[config.mk]
export PLATFORM = sky130hd
export DESIGN_NAME = fir_tap_accumulator
export DESIGN_NICKNAME = d
export VERILOG_FILES = /design/src/rtl/fir_tap_accumulator.sv
export SDC_FILE = /design/constraint.sdc
export NUM_CORES = 1
export LEC_CHECK = 0
export BUFFER_PORTS_ARGS = -buffer_cell sky130_fd_sc_hd__buf_4
export CAP_MARGIN = 15
export CORE_UTILIZATION = 40
export DETAILED_ROUTE_END_ITERATION = 8
export PLACE_DENSITY = 0.7
export SLEW_MARGIN = 10
export SYNTH_ARGS = -nofsm -noshare
export SYNTH_HDL_FRONTEND = slang
export SYNTH_SLANG_ARGS = --single-unit
[constraint.sdc]
create_clock -name clk -period 4.6 [get_ports clk]
set_input_delay 0.46 -clock clk [delete_from_list [all_inputs] [get_ports clk]]
set_output_delay 0.46 -clock clk [all_outputs]
set_load 0.005 [all_outputs]
[src/rtl/fir_tap_accumulator.sv]
// ---------------------------------------------------------------------------
// fir_tap_accumulator
//   Sequential accumulator stage of a direct-form FIR datapath. It sums
//   N_TAPS signed 16-bit partial products per output sample through a single
//   Han-Carlson prefix adder, feeding the running sum back as operand a. Each
//   completed sample is held in a register until the next cascade section
//   takes it.
//
//   Optional feature macro: FIR_ACC_SAT_EN
//     defined   : signed overflow on any accumulate step clamps to
//                 16'h7FFF / 16'h8000, and out_sat flags the sample (sticky
//                 per sample).
//     undefined : arithmetic wraps modulo 2**16 and out_sat is constant 0.
//
//   Ports
//     clk        in   1   rising-edge clock
//     rst        in   1   asynchronous, active-high reset
//     in_valid   in   1   in_data carries a partial product
//     in_ready   out  1   stage accepts a term (transfer on in_valid & in_ready)
//     in_data    in   16  signed partial product
//     out_valid  out  1   out_sum holds a completed sample
//     out_ready  in   1   consumer takes the sample (transfer on out_valid & out_ready)
//     out_sum    out  16  signed accumulated sample
//     out_sat    out  1   saturation occurred in this sample
//
//   Handshake: a word moves across an interface on every rising clk edge
//   where valid and ready are both high. While out_valid is high, out_sum and
//   out_sat do not change. in_ready may depend combinationally on out_ready
//   (in HOLD) and on rst; it never depends on in_valid.
// ---------------------------------------------------------------------------

// ---------------------------------------------------------------------------
// pparch_hancarlson16
//   16-bit Han-Carlson parallel-prefix adder.
//   Ports: a, b (16-bit operands), cin (carry in), sum (16-bit result).
//   Odd bit positions run a Kogge-Stone tree (spans 2, 4, 8) after an initial
//   pairing step; even positions pick up their carry in one final step from
//   the odd neighbour below.
// ---------------------------------------------------------------------------
module pparch_hancarlson16 (
   input  logic [15:0] a,
   input  logic [15:0] b,
   input  logic        cin,
   output logic [15:0] sum
);

   always_comb begin
      logic [15:0] p;
      logic [15:0] g;
      logic [15:0] gg;
      logic [15:0] pp;
      logic [15:0] gn;
      logic [15:0] pn;
      logic [15:0] c;
      int          d;

      p = a ^ b;
      g = a & b;
      // Fold the carry-in into bit 0 so the tree sees a plain generate.
      g[0] = g[0] | (p[0] & cin);

      gg = g;
      pp = p;

      // Pair each odd bit with its even neighbour below.
      for (int i = 1; i < 16; i += 2) begin
         gg[i] = g[i] | (p[i] & g[i-1]);
         pp[i] = p[i] & p[i-1];
      end

      // Kogge-Stone over the odd positions only.
      for (int s = 1; s < 4; s++) begin
         d  = 1 << s;
         gn = gg;
         pn = pp;
         for (int i = 1; i < 16; i += 2) begin
            if (i - d >= 0) begin
               gn[i] = gg[i] | (pp[i] & gg[i-d]);
               pn[i] = pp[i] & pp[i-d];
            end
         end
         gg = gn;
         pp = pn;
      end

      // Even positions: combine with the finished odd prefix just below.
      for (int i = 2; i < 16; i += 2) begin
         gg[i] = g[i] | (p[i] & gg[i-1]);
      end

      // gg[i] is now the carry out of bit i.
      c       = {gg[14:0], cin};
      sum     = p ^ c;
   end

endmodule

module fir_tap_accumulator #(
   parameter int N_TAPS = 8,
   parameter int CNT_W  = 8
) (
   input  logic        clk,
   input  logic        rst,
   input  logic        in_valid,
   output logic        in_ready,
   input  logic [15:0] in_data,
   output logic        out_valid,
   input  logic        out_ready,
   output logic [15:0] out_sum,
   output logic        out_sat
);

   typedef enum logic {
      ACC  = 1'b0,
      HOLD = 1'b1
   } state_t;

   state_t             state;
   logic [CNT_W-1:0]   cnt;
   logic [15:0]        acc;

   logic [15:0]        a_op;
   logic [15:0]        add_sum;
   logic [15:0]        next_acc;
   logic               accept;
   logic               last_term;
   logic               ovf;

   // The first term of a sample starts from zero rather than the old sum.
   assign a_op      = (cnt == '0) ? 16'h0000 : acc;
   assign last_term = (cnt == CNT_W'(N_TAPS - 1));

   // In HOLD the register is occupied; it can take a new term only in the
   // cycle the held sample leaves.
   assign in_ready  = ~rst & ((state == ACC) | out_ready);
   assign accept    = in_valid & in_ready;

   pparch_hancarlson16 u_adder (
      .a   (a_op),
      .b   (in_data),
      .cin (1'b0),
      .sum (add_sum)
   );

`ifdef FIR_ACC_SAT_EN
   logic sat_acc;

   // Signed overflow: operands agree in sign, result disagrees.
   assign ovf      = (a_op[15] == in_data[15]) && (add_sum[15] != a_op[15]);
   assign next_acc = ovf ? (a_op[15] ? 16'h8000 : 16'h7FFF) : add_sum;
`else
   assign ovf      = 1'b0;
   assign next_acc = add_sum;
   assign out_sat  = 1'b0;
`endif

   always_ff @(posedge clk or posedge rst) begin
      if (rst) begin
         state     <= ACC;
         cnt       <= '0;
         acc       <= 16'h0000;
         out_valid <= 1'b0;
         out_sum   <= 16'h0000;
`ifdef FIR_ACC_SAT_EN
         sat_acc   <= 1'b0;
         out_sat   <= 1'b0;
`endif
      end else begin
         case (state)
            ACC: begin
               if (accept) begin
                  acc <= next_acc;
`ifdef FIR_ACC_SAT_EN
                  // First term of a sample clears the sticky flag.
                  sat_acc <= (cnt == '0) ? ovf : (sat_acc | ovf);
`endif
                  if (last_term) begin
                     out_sum   <= next_acc;
                     out_valid <= 1'b1;
                     cnt       <= '0;
                     state     <= HOLD;
`ifdef FIR_ACC_SAT_EN
                     out_sat   <= sat_acc | ovf;
`endif
                  end else begin
                     cnt <= cnt + CNT_W'(1);
                  end
               end
            end
            HOLD: begin
               if (out_ready) begin
                  out_valid <= 1'b0;
                  state     <= ACC;
                  // cnt is 0 here, so the adder passes in_data straight through.
                  if (in_valid) begin
                     acc <= next_acc;
                     cnt <= CNT_W'(1);
`ifdef FIR_ACC_SAT_EN
                     sat_acc <= ovf;
`endif
                  end
               end
            end
            default: begin
               state <= ACC;
            end
         endcase
      end
   end

endmodule
======== Yosys cells after proc, flatten, opt, wreduce, memory -nomap -nowiden ========
Cells that the tools add are included.
word-level totals
  flip-flop bits (word level) ............. 42
  input port bits ......................... 20
  output and inout bits ................... 19
  logic and storage cells ................. 111
cells by class
  $add $sub $neg .......................... 1
  equal/unequal tests ..................... 5
  mux-type cells .......................... 18
  bitwise logic cells ..................... 78
  reduce and logical (&&, ||, !) cells .... 4
operators with widths
  operator                                             count
  2-to-1 mux 16 bit                                    4
  AND 1 bit                                            44
  2-to-1 mux 8 bit                                     4
  case mux 16 bit (2 select lines)                     1
  XOR 16 bit                                           2
  OR 1 bit                                             29
  case mux 8 bit (2 select lines)                      1
  AND 15 bit                                           1
  AND reduction 3 bit                                  3
  adder 8 x 1 -> 8 bit, second input constant          1
  equality test 8 x 3 -> 1 bit, second input constant  1
  logical NOT 8 bit                                    1
  != test 2 bit, second input constant                 4
  2-to-1 mux 1 bit                                     6
  case mux 1 bit (2 select lines)                      2
  inverter 1 bit                                       2

======== Longest topological paths before layout ========
Gate-level depths: netlist of run 1.
  word-level depth ........................ 16
  mapped depth ............................ 17
  depth with buffers taken out ............ 16

======== Cells and area by module ========
Synthesis of run 1 repeated with hierarchy kept, for this count alone.
second synthesis, totals
  cell total of the unflattened synthesis .. 218
  area total of the unflattened synthesis .. 2524.9 µm²
modules (own cells, without submodules)
  module               instances  cells an instance  area each (µm²)  seq. area each (µm²)
  fir_tap_accumulator  1          152                1931.9           1051.0
  pparch_hancarlson16  1          66                 593.1            0.0

======== Worst setup path before layout of run 1 ========
No wires, ideal clock.
  path kind ............................... reg2reg
  from .................................... register cnt[4]
  to ...................................... register acc[15]
  library setup time ...................... 0.124 ns
  arrival time ............................ 4.267 ns
  data required time ...................... 4.476 ns
  path slack .............................. 0.209 ns
  stages on the path, launching flop included .. 16
  path buffers ............................ 1
  period minus slack after synthesis ...... 4.391 ns
  cell sequence ........................... dfrtp_1 or4_4 or4b_4 buf_6 and2_1 ha_1 fa_1 a21oi_1 nor2_1 a211oi_1 o221ai_1 o221a_2 fa_1 xnor2_1 and3_4 a211o_1
between the ends
  cells in the longest elaborated chain, start to end .. 16
  elaborated cells on any way between the ends .. 47
  those cells by class .................... mux (5); bitwise (41); reduce/logical (1)
ends and longest elaborated chain
  element                                   RTL line  text
  start, declared                           119       logic [CNT_W-1:0] cnt;
  start signal, assigned                    186       cnt <= cnt + CNT_W'(1);
  logical NOT 8 bit (*)                     130       assign a_op = (cnt == '0) ? 16'h0000 : acc;
  2-to-1 mux 16 bit (*)                     130
  XOR 16 bit or AND 15 bit (tied branches)  57, 58
  AND 1 bit                                 67        gg[i] = g[i] | (p[i] & g[i-1]);
  OR 1 bit                                  67
  AND 1 bit                                 78        gn[i] = gg[i] | (pp[i] & gg[i-d]);
  OR 1 bit                                  78
  AND 1 bit or OR 1 bit (tied branches)     78
  OR 1 bit or AND 1 bit (tied branches)     78
  OR 1 bit                                  78
  AND 1 bit                                 88        gg[i] = g[i] | (p[i] & gg[i-1]);
  OR 1 bit                                  88
  XOR 16 bit (*)                            93        sum = p ^ c;
  2-to-1 mux 16 bit                         195       if (in_valid) begin
  2-to-1 mux 16 bit                         191       if (out_ready) begin
  case mux 16 bit (2 select lines) (*)      169       case (state)
  end signal, assigned                      172       acc <= next_acc;
  end signal, assigned                      196       acc <= next_acc;
  end, declared                             120       logic [15:0] acc;
Every way passes the cells marked *; elsewhere a longest branch is shown, timed or not. The select of a mux whose other input is x is not followed.
A chain may end at the register's enable or synchronous reset.

======== Worst setup path after layout of run 1 ========
  from .................................... register cnt[4]
  to ...................................... register out_sum[15]
between the ends
  cells in the longest elaborated chain, start to end .. 13
  elaborated cells on any way between the ends .. 45
  those cells by class .................... eq/ne (1); mux (1); bitwise (41); reduce/logical (2)
ends and longest elaborated chain
  element                                   RTL line  text
  logical NOT 8 bit                         130
  2-to-1 mux 16 bit                         130
  XOR 16 bit or AND 15 bit (tied branches)  57, 58
  AND 1 bit                                 67
  OR 1 bit                                  67
  AND 1 bit                                 78
  OR 1 bit                                  78
  AND 1 bit or OR 1 bit (tied branches)     78
  OR 1 bit or AND 1 bit (tied branches)     78
  OR 1 bit                                  78
  AND 1 bit                                 88
  OR 1 bit                                  88
  XOR 16 bit                                93
  end signal, assigned                      178       out_sum <= next_acc;
  end, declared                             109       output logic [15:0] out_sum,
Parallel ways exist; a longest one is shown, timed or not.

==> impl_metrics.tcl, run 1 <==
set metrics [dict create \
    status "finished, final reports clean" \
    crit_slowest_cell "or4_4" \
    gr-total-overflow 0 \
    synth_top_area_share_pct 44.3 \
    cp.required_ns 4.81 \
    worst_slew_pin_slew_ns 0.970 \
    yosysWarnings 0 \
    endpoint_kind "flip-flop" \
    dieWidth_um 79.0 \
    cts_hold_buf 0 \
    synth-main-ff-cell "dfrtp_1" \
    avgSynthCellArea_sq_um 9.52 \
    synthAdderAreaFrac_pct 14.7 \
    hold_path_class "in2async" \
    p_leak_uw 0.00141 \
    routabilityCongestion 0.764 \
    start_kind "flip-flop" \
    r2r_setup_slack_ns 0.21 \
    dp_cells 351 \
    grt_pass1_vias 1732 \
    max_freq_ghz 0.228 \
    synth_top_family_by_area "simple AND/OR/NAND/NOR gates" \
    ys_seq_area_share_pct 44.3 \
    drv_slew 0 \
    routed_via_density 5.07 \
    syn2layout_area_growth_pct 19.4 \
    clock_sinks 42 \
    io_pins 39 \
    htree_num_levels 2 \
    post_synth_num_cell_types 36 \
    setup_violations 0 \
    clock_latency_ns 0.29 \
    reg2reg_from "cnt[4]$_DFFE_PP0P_" \
    wl_um 4720 \
    drive_gt1_share_pct 20.2 \
    coreArea_sq_um 5610 \
    cp_top_family "simple AND/OR/NAND/NOR gates" \
    avgRoutedWirePerCell_um 13.1 \
    via_count 1819 \
    post-route-period-util_pct 95.5 \
    cts_tree "yes" \
    max_stage_delay_ns 0.55 \
    cp.arrival_ns 4.60 \
    finalSetupTns_ns 0 \
    cts_buffer_depth 2 \
    syn-num-nets 292 \
    drt_pass1_iterations 4 \
    synth_area_leaders "dfrtp_1 (44%), nand2_1 (9.0%), ha_1 (7.9%)" \
    io_buffers 37 \
    clk_pin_slew_ns 0.09 \
    netlist_top_cells_count "nand2_1 (57), dfrtp_1 (42), o21ai_0 (22)" \
    hpwl_um 3470 \
    cp.depth 15 \
    critPathBufInv 0 \
    cts_resized 0 \
    critPathKind "reg2reg" \
    async_flop_share_pct 100 \
    num_rows 27 \
    root_buffer "clkbuf_8" \
    cts_buffers 5 \
    crit_chain "or4_4, or4b_4, and2_1, ha_1, fa_1, a21oi_1, nor2_1, a211oi_2, o221ai_1, o221a_2, fa_1, xnor2_1, and3_4, nor2_1, o21ai_1" \
    critical_path.endpoint "out_sum[15]$_DFFE_PP0P_" \
    drtAntennaViolNets 0 \
    post-synth-top-count-cell "nand2_1" \
    remaining_drc_errors 0 \
    die_h_um 79.0 \
    fin_nets 329 \
    synth_mux_area_share_pct 2.37 \
    drt_iter0_markers 106 \
    final_cells 359 \
    path_max_fanout 5 \
    synth_edf_count 0 \
    grt_max_degree 44 \
    grt_pass1_wl_um 8170 \
    power_density_nw_per_um2 619 \
    maxCapViolCount 0 \
    hold_viol 0 \
    syn-cell-area_sq_um 2370 \
    peakVddDrop_v 0.000284 \
    grt_usage_pct 16.7 \
    synth_xor_area_share_pct 3.69 \
    rsz0062_at_grt "no" \
    critPathLaunch "cnt[4]$_DFFE_PP0P_" \
    synthCells 249 \
    r2r_end "out_sum[15]$_DFFE_PP0P_" \
    reg2reg_depth 15 \
    period_needed_ns 4.39 \
    synth_compound_area_share_pct 11.1 \
    ys_ff_latch 42 \
    dieArea_sq_um 6240 \
    postCtsSetupBuffers 0 \
    n_antenna_cell 0 \
    slew_headroom_pct 35.2 \
    finClkSkew_ns 0.00993 \
    final_core_util_pct 50.5 \
    initial_core_util_pct 42.3 \
    antenna_found_initial 0 \
    yosysTopAreaCell "dfrtp_1" \
    synth_simple_gate_area_share_pct 19.3 \
]
## metrics by stage
stage                     worst slack [ns]  area [sq um]  power [uW]  hold slack, ns
after floorplan                      0.209          2370        1200           0.437
after global placement               0.245          2710        1440           0.455
after global routing                0.0597          2830        1930           0.407
final                                0.207          2830        1750           0.354
after CTS                            0.102          2820        1770           0.363
after detailed placement             0.131          2710        1470           0.463
## cells in the final DEF (no fill, tap or decap), drive strengths merged, types with 3 or more instances in the layout
cell,count
nand2b,3
nand3,5
xor2,6
and2,12
or3,5
buf,40
xnor2,4
fa,8
o21ai,26
a211oi,3
clkbuf,6
nand2,57
a21oi,8
dfrtp,42
ha,15
mux2,5
nor2,9
inv,14
## registers in the layout, summed over array words and instances, names as in the netlist
register and cells:
cnt 8, acc 16, out_sum 16, state 1, out_valid 1
## cells by family (layout without fill, tap and decap cells)
kind of cell	count (synthesis)	count (layout)
simple gates	98	98
compound gates	46	46
flops	42	42
buf+inv	24	62
fa+ha+maj	23	23
xor+xnor	10	10
mux	5	5
other cells	1	1
## per-layer routing
metal  track usage, %  wire (um)  vias up
met5                0          0        -
met3             3.91        201        5
met4             3.64         40        0
li1                 -          -      905
met2             27.0       2220       32
met1             22.8       2250      877
## worst min-delay path, cell delays in order
cell	delay, ns
buf_4	0.12
inv_1	0.06
buf_4	0.47
## report_power, final
part,leakage [uW],switching (uW),internal [uW]
registers,0.000527,103,530
logic,0.000826,417,413
clock network,0.0000514,128,162
total,0.00141,647,1110
## worst min path at each step
| stage | from | endpoint | slack (ns) | cells past startpoint |
|---|---|---|---|---|
| floorplan | acc[0]$_DFFE_PP0P_ | acc[0]$_DFFE_PP0P_ | 0.44 | 2 |
| global placement | acc[14]$_DFFE_PP0P_ | acc[14]$_DFFE_PP0P_ | 0.45 | 2 |
| CTS | rst | out_sum[0]$_DFFE_PP0P_ | 0.36 | 3 |
| global route | rst | out_sum[15]$_DFFE_PP0P_ | 0.41 | 3 |
| detailed placement | acc[3]$_DFFE_PP0P_ | acc[3]$_DFFE_PP0P_ | 0.46 | 2 |
| finish | rst | cnt[0]$_DFFE_PP0P_ | 0.35 | 3 |
## final cells by class
type / instances / area, sq um
fill: 556 / 2780
multi-input combinational: 183 / 1230
sequential: 42 / 1050
timing repair buffer: 40 / 300
tap: 72 / 90.1
clock buffer: 6 / 72.6
inverter: 14 / 52.6
clock inverter: 2 / 37.5
(Power assumes the default switching activity.)
==> run 2, diff against run 1 <==
- ABC_AREA: not set -> 1
==> run 2 against run 1 <==
Effect of this change:
- first-iteration DRC count increased by 13%
- largest power group unchanged
- critical endpoint unchanged
- via count is 14% higher
- register-to-register slack improved by 0.85 ns
==> impl_metrics.tcl, run 2 <==
set metrics [dict create \
    syn-num-nets 354 \
    cp.arrival_ns 3.73 \
    finClkSkew_ns 0.00940 \
    maxCapViolCount 0 \
    post_synth_num_cell_types 27 \
    initial_core_util_pct 42.1 \
    io_pins 39 \
    postCtsSetupBuffers 0 \
    coreArea_sq_um 5990 \
    netlist_top_cells_count "nand2_1 (91), dfrtp_1 (42), inv_1 (37)" \
    wl_um 5280 \
    grt_pass1_vias 1895 \
    die_h_um 81.4 \
    clock_latency_ns 0.30 \
    async_flop_share_pct 100 \
    synth_edf_count 0 \
    ys_ff_latch 42 \
    synth_area_leaders "dfrtp_1 (42%), nand2_1 (14%), ha_1 (7.4%)" \
    power_density_nw_per_um2 634 \
    max_freq_ghz 0.282 \
    fill_cells 584 \
    synth_top_area_share_pct 41.7 \
    worst_slew_pin_slew_ns 0.532 \
    cts_resized 0 \
    synth-main-ff-cell "dfrtp_1" \
    drv_slew 0 \
    grt_usage_pct 17.8 \
    yosysTopAreaCell "dfrtp_1" \
    post-synth-top-count-cell "nand2_1" \
    via_count 2069 \
    status "finished, final reports clean" \
    remaining_drc_errors 0 \
    cts_buffers 5 \
    hold_viol 0 \
    drive_gt1_share_pct 16.4 \
    rsz0062_at_grt "no" \
    critPathKind "reg2reg" \
    clock_sinks 42 \
    yosysWarnings 0 \
    period_needed_ns 3.54 \
    drtAntennaViolNets 0 \
    endpoint_kind "flip-flop" \
    p_leak_uw 0.00158 \
    ys_seq_area_share_pct 41.7 \
    mostFrequentLayoutCell "nand2_1" \
    cp.required_ns 4.79 \
    io_buffers 37 \
    dieArea_sq_um 6630 \
    final_cell_mix "nand2_1 (91), dfrtp_1 (42), buf_4 (39), inv_1 (37), nor2_1 (30)" \
    grt_pass1_wl_um 8820 \
    drt_iter0_markers 120 \
    dieWidth_um 81.4 \
    root_buffer "clkbuf_8" \
    avgSynthCellArea_sq_um 8.11 \
    slew_headroom_pct 64.6 \
    finalSetupTns_ns 0 \
    synthCells 311 \
    peakVddDrop_v 0.000284 \
    timing.hold.ws_ns 0.304 \
    post-route-period-util_pct 77.0 \
    setup_violations 0 \
    htree_num_levels 2 \
    grt_max_degree 43 \
    syn2layout_area_growth_pct 16.7 \
    path_max_fanout 11 \
    antenna_found_initial 0 \
    avgRoutedWirePerCell_um 12.5 \
    hpwl_um 3880 \
    n_antenna_cell 0 \
    cts_hold_buf 0 \
    clk_pin_slew_ns 0.09 \
    cts_tree "yes" \
    start_kind "flip-flop" \
    cts_buffer_depth 2 \
    hold_path_class "in2async" \
    num_rows 28 \
    fin_nets 390 \
    drt_pass1_iterations 4 \
    gr-total-overflow 0 \
    syn-cell-area_sq_um 2520 \
    routed_via_density 4.89 \
    reg_top3 "acc: 16 flops, out_sum: 16 flops, cnt: 8 flops" \
    routabilityCongestion 0.794 \
]
==> run 2: cell types whose count changed after synthesis, moves of 5 or more <==
| cell | before | now |
|---|---|---|
| nand3_1 | 5 | 12 |
| or3_1 | 5 | 0 |
| and2_1 | 12 | 0 |
| mux2_2 | 5 | 0 |
| inv_1 | 14 | 37 |
| nand2_1 | 57 | 91 |
| nand4_1 | 0 | 5 |
| clkbuf_1 | 7 | 1 |
| nor2_1 | 9 | 30 |
==> run 2: final cells by class <==
type	instances	area [sq um]	share of cell area, %
clock buffer	6	72.6	2.46
clock inverter	2	37.5	1.27
inverter	40	150	5.10
multi-input combinational	219	1250	42.3
sequential	42	1050	35.7
tap	75	93.8	3.19
timing repair buffer	39	293	9.94
==> run 2: final timing paths <==
check | from | endpoint | slack [ns] | depth (start not counted)
min | rst | cnt[7]$_DFFE_PP0P_ | 0.30 | 3
max reg2reg | cnt[0]$_DFFE_PP0P_ | out_sum[15]$_DFFE_PP0P_ | 1.06 | 22
min reg2reg | out_sum[1]$_DFFE_PP0P_ | out_sum[1]$_DFFE_PP0P_ | 0.48 | 2
max | cnt[0]$_DFFE_PP0P_ | out_sum[15]$_DFFE_PP0P_ | 1.06 | 22
max in group asynchronous | rst | acc[5]$_DFFE_PP0P_ | 3.92 | 3
min in group clk | out_ready | state$_DFF_PP0_ | 0.45 | 4
==> run 2: power by group <==
group,internal (uW),switching (uW),leakage (uW)
clock network,162,131,0.0000514
registers,527,100,0.000542
logic,409,538,0.000984
total,1100,770,0.00158
==> run 2: through the flow <==
step	cells	cell area, sq um	setup WS, ns	utilization, %	total power [uW]
4_1_cts	423	2940	1.05	49.1	1880
2_1_floorplan	311	2520	1.65	-	1300
3_5_place_dp	415	2830	1.10	47.3	1580
6_report	423	2940	1.06	49.1	1870
3_3_place_gp	415	2830	1.26	47.3	1550
5_1_grt	423	2940	0.805	49.1	2050
==> run 2: metal layers <==
metal	part of all wire (%)	track usage, %
met1	46	23.5
met2	49	29.7
met3	3.6	3.11
met4	1.2	5.36
met5	0	0
==> run 2: logic make-up after synthesis <==
logic type | after synthesis | share of synthesized area [%]
XOR/XNOR | 8 | 2.78
buffers and inverters | 50 | 8.93
adder cells (fa/ha/maj) | 23 | 13.8
AO/OA/AOI/OAI | 43 | 9.08
other | 1 | 0.149
AND/OR/NAND/NOR | 144 | 23.6
flip-flops | 42 | 41.7
==> run 2: critical path: stages, from the launching register on <==
cell	delay [ns]
dfrtp_1	0.43
inv_1	0.11
ha_1	0.16
nand2_1	0.07
inv_1	0.05
nand2_1	0.14
inv_1	0.31
nor2_1	0.09
ha_1	0.20
fa_1	0.40
nand3_1	0.10
nand2_1	0.11
nand3_1	0.10
nand2_1	0.09
nand3_1	0.08
nand2_1	0.06
fa_1	0.38
xor2_1	0.21
inv_1	0.06
nand3_1	0.08
nand2_1	0.07
nand2_1	0.06
nand2_1	0.05
